<file path="src/rtl/uart_rx_framer_if.sv">
// Output handshake bundle of the UART receive framer: delivered byte,
// valid/ready pair and error reporting.
interface uart_rx_framer_if #(
  parameter int DATA_BITS = 8
);
  logic [DATA_BITS-1:0] rd_data;
  logic                 rd_valid;
  logic                 rd_ready;
  logic                 clr_err;
  logic                 frame_err;
  logic                 overrun;

  modport master (
    output rd_data, rd_valid, frame_err, overrun,
    input  rd_ready, clr_err
  );

  modport slave (
    input  rd_data, rd_valid, frame_err, overrun,
    output rd_ready, clr_err
  );
endinterface

</file>
<file path="src/rtl/uart_rx_framer.sv">
// UART receive framer: synchronises rx, times mid-bit samples from an
// oversampling tick, checks the stop bit and holds each byte for a consumer.
module uart_rx_framer #(
  parameter int DATA_BITS  = 8,
  parameter int OVERSAMPLE = 16,
  parameter int CNT_W      = 4
) (
  input  logic           clk,
  input  logic           reset,
  input  logic           tick,
  input  logic           rx,
  output logic           busy,
  uart_rx_framer_if.master rd
);

  localparam int IDX_W = (DATA_BITS > 1) ? $clog2(DATA_BITS) : 1;
  localparam logic [CNT_W-1:0] CNT_HALF = CNT_W'(OVERSAMPLE / 2 - 1);
  localparam logic [CNT_W-1:0] CNT_FULL = CNT_W'(OVERSAMPLE - 1);
  localparam logic [IDX_W-1:0] IDX_LAST = IDX_W'(DATA_BITS - 1);

  typedef enum logic [2:0] {
    S_IDLE,
    S_START,
    S_DATA,
    S_STOP,
    S_BREAK
  } state_t;

  state_t               state, state_nx;
  logic [CNT_W-1:0]     cnt, cnt_nx;
  logic [IDX_W-1:0]     bitidx, bitidx_nx;
  logic [DATA_BITS-1:0] shifter, shifter_nx;
  logic                 deliver;
  logic                 ferr_nx;
  logic                 rx_p0, rx_p1;
  logic                 rx_s;

  // Stage p0/p1: two-flop synchroniser, idles high
  always_ff @(posedge clk or posedge reset) begin
    if (reset) begin
      rx_p0 <= 1'b1;
      rx_p1 <= 1'b1;
    end else begin
      rx_p0 <= rx;
      rx_p1 <= rx_p0;
    end
  end

  assign rx_s = rx_p1;
  assign busy = (state != S_IDLE);

  always_comb begin
    state_nx   = state;
    cnt_nx     = cnt;
    bitidx_nx  = bitidx;
    shifter_nx = shifter;
    deliver    = 1'b0;
    ferr_nx    = 1'b0;
    if (tick) begin
      case (state)
        S_IDLE: begin
          if (!rx_s) begin
            state_nx = S_START;
            cnt_nx   = '0;
          end
        end
        S_START: begin
          // A start bit that is high again at its centre is a glitch
          if (cnt == CNT_HALF) begin
            cnt_nx = '0;
            if (!rx_s) begin
              state_nx  = S_DATA;
              bitidx_nx = '0;
            end else begin
              state_nx = S_IDLE;
            end
          end else begin
            cnt_nx = cnt + CNT_W'(1);
          end
        end
        S_DATA: begin
          if (cnt == CNT_FULL) begin
            cnt_nx     = '0;
            shifter_nx = {rx_s, shifter[DATA_BITS-1:1]};
            if (bitidx == IDX_LAST) begin
              state_nx = S_STOP;
            end else begin
              bitidx_nx = bitidx + IDX_W'(1);
            end
          end else begin
            cnt_nx = cnt + CNT_W'(1);
          end
        end
        S_STOP: begin
          if (cnt == CNT_FULL) begin
            cnt_nx = '0;
            if (rx_s) begin
              deliver  = 1'b1;
              state_nx = S_IDLE;
            end else begin
              ferr_nx  = 1'b1;
              state_nx = S_BREAK;
            end
          end else begin
            cnt_nx = cnt + CNT_W'(1);
          end
        end
        S_BREAK: begin
          // A held-low line must return high before another start is seen
          if (rx_s) begin
            state_nx = S_IDLE;
            cnt_nx   = '0;
          end
        end
        default: begin
          state_nx = S_IDLE;
          cnt_nx   = '0;
        end
      endcase
    end
  end

  always_ff @(posedge clk or posedge reset) begin
    if (reset) begin
      state   <= S_IDLE;
      cnt     <= '0;
      bitidx  <= '0;
      shifter <= '0;
    end else begin
      state   <= state_nx;
      cnt     <= cnt_nx;
      bitidx  <= bitidx_nx;
      shifter <= shifter_nx;
    end
  end

  // Output register: a pending byte may be popped and replaced on one edge
  always_ff @(posedge clk or posedge reset) begin
    if (reset) begin
      rd.rd_data   <= '0;
      rd.rd_valid  <= 1'b0;
      rd.frame_err <= 1'b0;
      rd.overrun   <= 1'b0;
    end else begin
      rd.frame_err <= ferr_nx;
      if (rd.clr_err) begin
        rd.overrun <= 1'b0;
      end
      if (deliver) begin
        if (!rd.rd_valid || rd.rd_ready) begin
          rd.rd_data  <= shifter;
          rd.rd_valid <= 1'b1;
        end else begin
          rd.overrun <= 1'b1;
        end
      end else if (rd.rd_valid && rd.rd_ready) begin
        rd.rd_valid <= 1'b0;
      end
    end
  end

endmodule

</file>
<file path="src/flat_wrapper.sv">
// flat-port wrapper written by rule: the top's interface ports become plain ports
module uart_rx_framer_flat 
#(
  parameter int DATA_BITS  = 8,
  parameter int OVERSAMPLE = 16,
  parameter int CNT_W      = 4
)
  (clk, reset, tick, rx, busy, rd_rd_data, rd_rd_valid, rd_frame_err, rd_overrun, rd_rd_ready, rd_clr_err);
  uart_rx_framer_if #(.DATA_BITS(DATA_BITS)) rd_i ();
  input  logic clk;
  input  logic reset;
  input  logic tick;
  input  logic rx;
  output logic busy;
  output wire logic [$bits(rd_i.rd_data)-1:0] rd_rd_data;
  output wire logic [$bits(rd_i.rd_valid)-1:0] rd_rd_valid;
  output wire logic [$bits(rd_i.frame_err)-1:0] rd_frame_err;
  output wire logic [$bits(rd_i.overrun)-1:0] rd_overrun;
  input wire logic [$bits(rd_i.rd_ready)-1:0] rd_rd_ready;
  input wire logic [$bits(rd_i.clr_err)-1:0] rd_clr_err;
  assign rd_rd_data = rd_i.rd_data;
  assign rd_rd_valid = rd_i.rd_valid;
  assign rd_frame_err = rd_i.frame_err;
  assign rd_overrun = rd_i.overrun;
  assign rd_i.rd_ready = rd_rd_ready;
  assign rd_i.clr_err = rd_clr_err;
  uart_rx_framer #(.DATA_BITS(DATA_BITS), .OVERSAMPLE(OVERSAMPLE), .CNT_W(CNT_W)) u_core (.clk(clk), .reset(reset), .tick(tick), .rx(rx), .busy(busy), .rd(rd_i));
endmodule
</file>
<file path="config.mk">
export PLATFORM = sky130hd
export DESIGN_NAME = uart_rx_framer_flat
export DESIGN_NICKNAME = d
export VERILOG_FILES = /design/src/rtl/uart_rx_framer_if.sv /design/src/rtl/uart_rx_framer.sv /design/src/flat_wrapper.sv
export SDC_FILE = /design/constraint.sdc
export NUM_CORES = 1
export LEC_CHECK = 0
export CAP_MARGIN = 20
export CORE_MARGIN = 5
export CORE_UTILIZATION = 54
export CTS_CLUSTER_DIAMETER = 100
export CTS_CLUSTER_SIZE = 8
export DETAILED_ROUTE_END_ITERATION = 10
export GPL_ROUTABILITY_DRIVEN = 0
export GPL_TIMING_DRIVEN = 0
export PLACE_DENSITY = 0.88
export SYNTH_ARGS = -nofsm -noshare
export SYNTH_HDL_FRONTEND = slang
export SYNTH_SLANG_ARGS = --single-unit
export TNS_END_PERCENT = 10
</file>
<file path="constraint.sdc">
create_clock -name clk -period 2.22 [get_ports clk]
set_clock_uncertainty 0.15 [all_clocks]
set_input_delay 0.333 -clock clk [delete_from_list [all_inputs] [get_ports clk]]
set_output_delay 0.333 -clock clk [all_outputs]
set_load 0.02 [all_outputs]
</file>
### Word-level counts from Yosys, hierarchy flattened

Index checks and enable logic that the tools add are counted.

| word-level totals | value |
|---|---|
| bits in registers | 31 |
| bits of input ports | 6 |
| output and inout bits | 12 |
| logic and storage cells | 75 |

| cells by class | value |
|---|---|
| $add $sub $neg | 2 |
| eq/ne operators | 16 |
| multiplexer cells | 33 |
| reductions and logical operators | 14 |

Operator list:

| operator | number |
|---|---|
| 3-bit 2-to-1 mux | 11 |
| 4-bit 2-to-1 mux | 4 |
| 4-bit case mux with 4 select lines | 1 |
| 3-bit case mux with 5 select lines | 1 |
| 1-bit 2-to-1 mux | 14 |
| 2-bit by 1-bit inequality test with 1-bit output (second input constant) | 5 |
| 2-bit inequality test (second input constant) | 4 |
| 7-bit AND reduction | 1 |
| 3-bit by 2-bit == test with 1-bit output (second input constant) | 2 |
| 3-bit == test (second input constant) | 2 |
| 3-bit case mux with 2 select lines | 1 |
| 3-bit AND reduction | 2 |
| 6-bit AND reduction | 1 |
| 4-bit by 1-bit adder with 4-bit output (second input constant) | 1 |
| 4-bit by 3-bit == test with 1-bit output (second input constant) | 1 |
| 4-bit == test (second input constant) | 1 |
| 2-bit AND reduction | 2 |
| 2-bit nonzero test | 2 |
| 3-bit by 1-bit adder with 3-bit output (second input constant) | 1 |
| 3-bit by 1-bit == test with 1-bit output (second input constant) | 1 |
| 3-bit zero test | 1 |
| 3-bit nonzero test | 1 |
| 2-bit 2-to-1 mux | 1 |
| 2-bit OR reduction | 1 |
| 3 further kinds | 3 |

### Depth between registers and ports, before layout

Gate-level depths: netlist of run 1.

| depth | value |
|---|---|
| word-level depth | 6 |
| depth in mapped cells | 6 |
| gate-level depth less buffers | 6 |

### Worst setup path before layout of run 1

No wires, ideal clock.

| timing path | value |
|---|---|
| path kind | register to register |
| start point | register u_core.cnt[0] |
| end point | register u_core.bitidx[0] |
| library setup time | 125 ps |
| data arrival time | 1579 ps |
| data required time | 1945 ps |
| slack | 367 ps |
| stages on the path, launching flop included | 6 |
| path buffers | 0 |
| period minus slack after synthesis | 1853 ps |
| cell sequence | dfrtp_1 ha_1 and3_2 o22ai_1 and4bb_2 mux2_2 |

| between the ends | value |
|---|---|
| longest elaborated chain between the ends | 3 |
| elaborated cells on any way between the ends | 5 |
| classes of those cells | eq/ne: 4; reduce/logical: 1 |

RTL lines:

| element | line | RTL |
|---|---|---|
| start, declared | uart_rx_framer.sv:30 | `logic [CNT_W-1:0] cnt, cnt_nx;` |
| start signal, assigned | uart_rx_framer.sv:131 | `cnt <= cnt_nx;` |
| 4-bit == test / 4-bit by 3-bit == test with 1-bit output (equally long branches) | uart_rx_framer.sv:82, uart_rx_framer.sv:69 |  |
| 2-bit by 1-bit inequality test with 1-bit output (no line) | - |  |
| 6-bit AND reduction (no line) * | - |  |
| end signal, assigned | uart_rx_framer.sv:132 | `bitidx <= bitidx_nx;` |
| end, declared | uart_rx_framer.sv:31 | `logic [IDX_W-1:0] bitidx, bitidx_nx;` |

Every way passes the cells marked *; elsewhere a longest branch is shown, timed or not.
A chain may end at the register's enable or synchronous reset.

### Worst setup path after layout of run 1

| timing path | value |
|---|---|
| start point | register u_core.state[1] |
| end point | output port busy |

| between the ends | value |
|---|---|
| longest elaborated chain between the ends | 1 |

RTL lines:

| element | line | RTL |
|---|---|---|
| start, declared | uart_rx_framer.sv:29 | `state_t state, state_nx;` |
| start signal, assigned | uart_rx_framer.sv:130 | `state <= state_nx;` |
| 3-bit nonzero test | uart_rx_framer.sv:50 | `assign busy = (state != S_IDLE);` |
| end, declared | flat_wrapper.sv:14 | `output logic busy;` |

No other way between the ends.

==> results of run 1 <==
==> synth_stat cells (all sizes together), types with 2 or more instances <==
cell type / count
dfstp: 2
o21a: 2
nand4: 2
o31ai: 2
buf: 6
mux2: 19
nor3: 4
nand2b: 5
a21oi: 3
dfrtp: 29
ha: 3
nor2: 4
nand3: 3
o21ai: 6
inv: 3
o22ai: 4
nor3b: 2
nand2: 8
==> area by class of cell <==
| cell class | instances | area share (%) |
|---|---|---|
| Buffer | 6 | 1.81 |
| Multi-Input combinational cell | 80 | 37.9 |
| Clock inverter | 1 | 0.278 |
| Inverter | 3 | 0.626 |
| Sequential cell | 31 | 43.3 |
| Clock buffer | 7 | 3.06 |
| Timing Repair Buffer | 18 | 10.9 |
| Tap cell | 31 | 2.16 |
==> registers in the layout, summed over array words and instances, names as in the netlist <==
signal / cells
u_core.bitidx: 3
u_core.cnt: 4
u_core.rd.frame_err: 1
u_core.rd.overrun: 1
u_core.rd.rd_data: 8
u_core.rd.rd_valid: 1
u_core.rx_p0: 1
u_core.rx_p1: 1
u_core.shifter: 8
u_core.state: 3
==> per-stage QoR <==
stage	TNS (ns)	instances	cell area, sq um
2_1_floorplan	0	121	1510
3_3_place_gp	0	169	1720
3_5_place_dp	-0.0264	169	1720
4_1_cts	0	176	1770
5_1_grt	0	177	1800
6_report	0	177	1800
==> power by group <==
group          switching [mW]  total (mW)  internal (mW)
Clock                   0.198       0.351          0.153
Combinational           0.119       0.225          0.106
Sequential             0.0471       0.668          0.621
==> worst max path at each step <==
stage / cells past startpoint / slack (ns) / start / end
final: 3 / 0.08 / u_core.state[1] / busy
after global routing: 3 / 0.03 / u_core.state[1] / busy
after CTS: 3 / 0.07 / u_core.state[1] / busy
after detailed placement: 5 / -0.01 / tick / u_core.state[0]
after global placement: 5 / 0.02 / tick / u_core.rd.rd_data[5]
after floorplan: 5 / 0.37 / u_core.cnt[0] / u_core.bitidx[0]
==> metal layers <==
metal / up-vias / part of all wire, % / global-route usage (%)
li1: 482 / - / -
met1: 500 / 42 / 17.9
met2: 22 / 51 / 26.0
met3: 7 / 4.8 / 6.65
met4: 0 / 1.9 / 7.69
met5: - / 0 / 0
==> logic make-up (layout without fill, tap and decap cells) <==
| group | Yosys count | after routing | synth area share (%) |
|---|---|---|---|
| and+or+nand+nor | 35 | 35 | 16.3 |
| DFF | 31 | 31 | 51.6 |
| AOI/OAI and AO/OA | 22 | 22 | 9.63 |
| muxes | 19 | 19 | 16.2 |
| buffers and inverters | 10 | 35 | 3.15 |
| adders and majority gates | 3 | 3 | 2.49 |
| xor gates and xnor gates | 1 | 1 | 0.581 |
==> worst max-delay path, delay by kind of cell, from the launching register on <==
family	cells	cell delay, ns
simple gates	1	0.36
buf+inv	2	0.52
flops	1	0.44
==> timing repair <==
action	CTS	global route
endpoints found under the hold margin	0	0
resized for setup	1	0
endpoints found under the setup margin	1	0
buffers inserted	0	0
==> metrics.txt, run 1 <==
status finished, final reports clean; Critical Path RT 1.74 ns; Crit Path Max Fanout 10; RSZ-0062 raised after global routing false; Synth warnings 0; Tcrit/Tclk final 96.6%; HP Class primary input to async pin; worst flop-to-flop path endpoint u_core.bitidx[0]; global-route wire length before repair 4.92 mm; core box area 2710 sq um; Die Height 62.8 microns; CTS tree built; commonest non-fill, non-tap cell in the layout dfrtp_1; Util after Layout 66.4%; dpl hpwl 2.09 mm; final setup fails 0; FF-to-FF path depth 5; Fillers 208; Net Count, Synth 130; EDFF count, synth 0; initial antenna violation count 0; clock latency at the later pin of the worst-skew pair 0.34 ns; maximum clock frequency 0.466 GHz; # clock sinks 31; pre-CTS WS -0.0134 ns; Final min period 2.14 ns; Top FF cell, synth dfrtp_1; WHS 0.146 ns; # hold bufs at CTS 0; Crit path arrival time 1.66 ns; post-synthesis async set-or-reset flop share 100%; share of cells above drive strength 1 29.5%; overflow left after global routing 0; Slew headroom 61.6%; clock slew at reported path FFs 0.10 ns; number of global-route vias before repair 1045; Seq/Total Area, Yosys 51.6%; crit path max-delay cell type dfrtp_1; Vias 1011; Initial DRT Pass Iterations 4; most frequent cells in the layout dfrtp_1 (29), clkdlybuf4s50_1 (16), mux2_2 (11); standard-cell rows 19; Wirelength per Cell 16.0 microns; critical path's largest stage delay 0.44 ns; largest net degree at the start of global routing 32; initial DRC count 29; reg-to-reg slack, setup 0.18 ns; total power 1.24 mW; crit-path cells buf_2 -> or3_1 -> dlygate4sd2_1; Worst Slack Setup Final 0.0760 ns; DR DRC count 0; Worst Max-Slew Pin Slew 0.561 ns; Syn Area/Cell 12.5 sq um; FF/Latch Area 778 sq um; H-Tree Depth 2; Synth area leaders dfrtp_1 (48%), mux2_2 (8.2%), mux2_4 (8.0%), dfstp_2 (3.5%), ha_1 (2.5%); Port Buffers 17; final antenna-violating net count 0; die area 3950 sq um; GRT Util Overall 16.0%; largest area contributor in the netlist dfrtp_1; critical setup path kind register to output port; clock tree buffer depth 2; initial core utilization 55.6%; IO Count 18; die width 62.8 microns; Synth Register Bits 31; ANT cells 0; Netlist Area Pre-Place 1510 sq um; CP Launch Type register; Slew Limit Fails 0; Setup crit end kind output port; Routed WL 2.84 mm; Num CTS Buffers 5; DR vias/cell 5.71; Post-Syn Instances 121; Max VDD drop 0.581 mV; area delta synth->final 19.3%; power density over the cells 692 nW/um^2; Leakage 0.845 nW; CTS root buffer clkbuf_4; final net count 154; Yosys top cell area share 48.1%; FF-to-FF Start u_core.cnt[0]; multi-input logic area 682 sq um; post-synth cell types 38; Final Hold Fails 0; Max Cap Viol 0
No activity file was read; power rests on OpenSTA's default activity.
==> run 2, diff against run 1 <==
--- a/config.mk
+++ b/config.mk
@@ -11,7 +11,6 @@
 export CTS_CLUSTER_DIAMETER = 100
 export CTS_CLUSTER_SIZE = 8
 export DETAILED_ROUTE_END_ITERATION = 10
-export GPL_ROUTABILITY_DRIVEN = 0
 export GPL_TIMING_DRIVEN = 0
 export PLACE_DENSITY = 0.88
 export SYNTH_ARGS = -nofsm -noshare
==> results of run 2 <==
Same layout as run 1: the final DEF is identical, and so are final timing and power.
==> run 3, diff against run 2 <==
==> constraint.sdc (replaced) <==
create_clock -name clk -period 2.1 [get_ports clk]
set_clock_uncertainty 0.15 [all_clocks]
set_input_delay 0.315 -clock clk [delete_from_list [all_inputs] [get_ports clk]]
set_output_delay 0.315 -clock clk [all_outputs]
set_load 0.02 [all_outputs]
==> metrics.txt, run 3 (synthesis results as in run 1) <==
commonest non-fill, non-tap cell in the layout dfrtp_1; DR DRC count 0 (unchanged); CTS tree built; top flop regs u_core.rd.rd_data (8), u_core.shifter (8), u_core.cnt (4); CTS root buffer clkbuf_4; critical setup path kind register to output port; final net count 155 (+0.65%); Wirelength per Cell 16.1 microns (+0.28%); Vias 1016 (+0.49%); Slew headroom 64.5% (+2.9 points); clock slew at reported path FFs 0.10 ns (about the same); ANT cells 0 (unchanged); DR vias/cell 5.71 (about the same); FF-to-FF Start u_core.cnt[0]; post-CTS setup buffer count 0 (unchanged); Setup crit end kind output port; initial DRC count 28 (-3.4%); HP Class primary input to async pin; number of global-route vias before repair 1055 (+0.96%); Initial DRT Pass Iterations 4 (unchanged); Num CTS Buffers 5 (unchanged); RSZ-0062 raised after global routing false; Leakage 0.850 nW (+0.58%); share of cells above drive strength 1 31.3% (+1.8 points); global-route wire length before repair 4.97 mm (+1.1%); CP Launch Type register; status finished, final reports clean; Crit Path Max Fanout 10 (unchanged); Max Cap Viol 0 (unchanged); IO Count 18 (unchanged); final antenna-violating net count 0 (unchanged); area delta synth->final 20.3%; dpl hpwl 2.09 mm (unchanged); Tcrit/Tclk final 94.1%; overflow left after global routing 0 (unchanged); Final Instance Count excl. Fillers 178 (+0.56%); # clock sinks 31 (unchanged); critical path's largest stage delay 0.37 ns (-0.07 ns); crit path max-delay cell type dfrtp_1; WHS 0.128 ns (-0.0180 ns); initial core utilization 55.6% (unchanged); Slew Limit Fails 0 (unchanged); H-Tree Depth 2 (unchanged); largest net degree at the start of global routing 32 (unchanged); GRT Util Overall 16.2% (+0.19 points); power density over the cells 725 nW/um^2 (+4.9%); crit-path cells buf_4 -> clkbuf_8 -> or3_1 -> buf_2; worst flop-to-flop path endpoint u_core.bitidx[0]; FF-to-FF path depth 5 (unchanged); clock latency at the later pin of the worst-skew pair 0.34 ns (about the same); Final min period 1.98 ns; most frequent cells in the layout dfrtp_1 (29), clkdlybuf4s50_1 (16), mux2_2 (11); Critical Path RT 1.63 ns (-0.11 ns); Crit path arrival time 1.51 ns (-0.15 ns); final setup fails 0 (unchanged); clock tree buffer depth 2 (unchanged); die width 62.8 microns (unchanged); Inst Count DP 169 (unchanged); Worst Max-Slew Pin Slew 0.519 ns (-0.0420 ns); initial antenna violation count 0 (unchanged); standard-cell rows 19 (unchanged); reg-to-reg slack, setup 0.15 ns (-0.03 ns); Die Height 62.8 microns (unchanged); RD Place Congestion 0.813; core box area 2710 sq um (unchanged); maximum clock frequency 0.506 GHz; Port Buffers 17 (unchanged); Routed WL 2.86 mm (+0.85%); die area 3950 sq um (unchanged); Max VDD drop 0.611 mV (+5.1%); Final Hold Fails 0 (unchanged)
==> run 3: cell types whose count changed in the layout (fill, tap and decap cells not counted) <==
| cell | previous run | this run |
|---|---|---|
| dlygate4sd2_1 | 1 | 0 |
| buf_4 | 1 | 2 |
| ha_2 | 0 | 1 |
| ha_1 | 3 | 2 |
| clkbuf_8 | 1 | 2 |
==> run 3: worst max path at each step <==
stage	slack, ns	cells past startpoint	start	endpoint
after floorplan	0.25	5	u_core.cnt[0]	u_core.bitidx[0]
after global placement	-0.08	5	tick	u_core.rd.rd_data[5]
after detailed placement	-0.12	5	tick	u_core.state[0]
after CTS	0.01	4	u_core.state[2]	busy
after global routing	0.07	5	u_core.cnt[0]	u_core.bitidx[2]
final	0.12	4	u_core.state[2]	busy
==> run 3: worst max-delay path: cells and delay by family, from the launching register on <==
kind	cells	cell delay, ns
buffers and inverters	3	0.50
flip-flops	1	0.37
AND/OR/NAND/NOR	1	0.29
==> run 3: final cells by class <==
cell class / count / area, sq um
plain buffers: 7 / 48.8
inverters: 3 / 11.3
clock inverters: 1 / 5.00
multi-input cells: 80 / 684
flip-flops and latches: 31 / 778
clock buffers: 7 / 55.1
fillers: 204 / 896
repair buffers: 18 / 193
well taps: 31 / 38.8
==> run 3: routing by layer <==
layer / GRT usage [%] / wire length [microns] / part of all wire [%] / vias to the layer above
met5: 0 / 0 / 0 / -
met4: 7.69 / 55 / 1.9 / 0
met3: 6.65 / 139 / 4.9 / 7
met2: 26.3 / 1470 / 51 / 16
met1: 18.3 / 1190 / 42 / 512
li1: - / - / - / 481
==> run 3: what timing repair did <==
action                                  in CTS  in global routing
endpoints found under the setup margin       1                  4
resized for setup                            7                  2
hold buffers                                 0                  0
==> run 3: power by group <==
group,switching [mW],internal (mW)
Sequential,0.0504,0.657
Clock,0.206,0.162
Combinational,0.126,0.115
Total,0.382,0.934
==> run 3: per-stage QoR <==
stage | util, % | setup TNS, ns | total power [mW] | setup slack (ns) | instance area (sq um)
after global placement | 63.3 | -0.900 | 0.925 | -0.0785 | 1720
after detailed placement | 63.3 | -1.67 | 0.952 | -0.115 | 1720
after floorplan | - | 0 | 0.884 | 0.247 | 1510
after global routing | 66.9 | 0 | 1.39 | 0.0747 | 1810
final | 66.9 | 0 | 1.32 | 0.125 | 1810
after CTS | 66.1 | 0 | 1.32 | 0.0117 | 1790
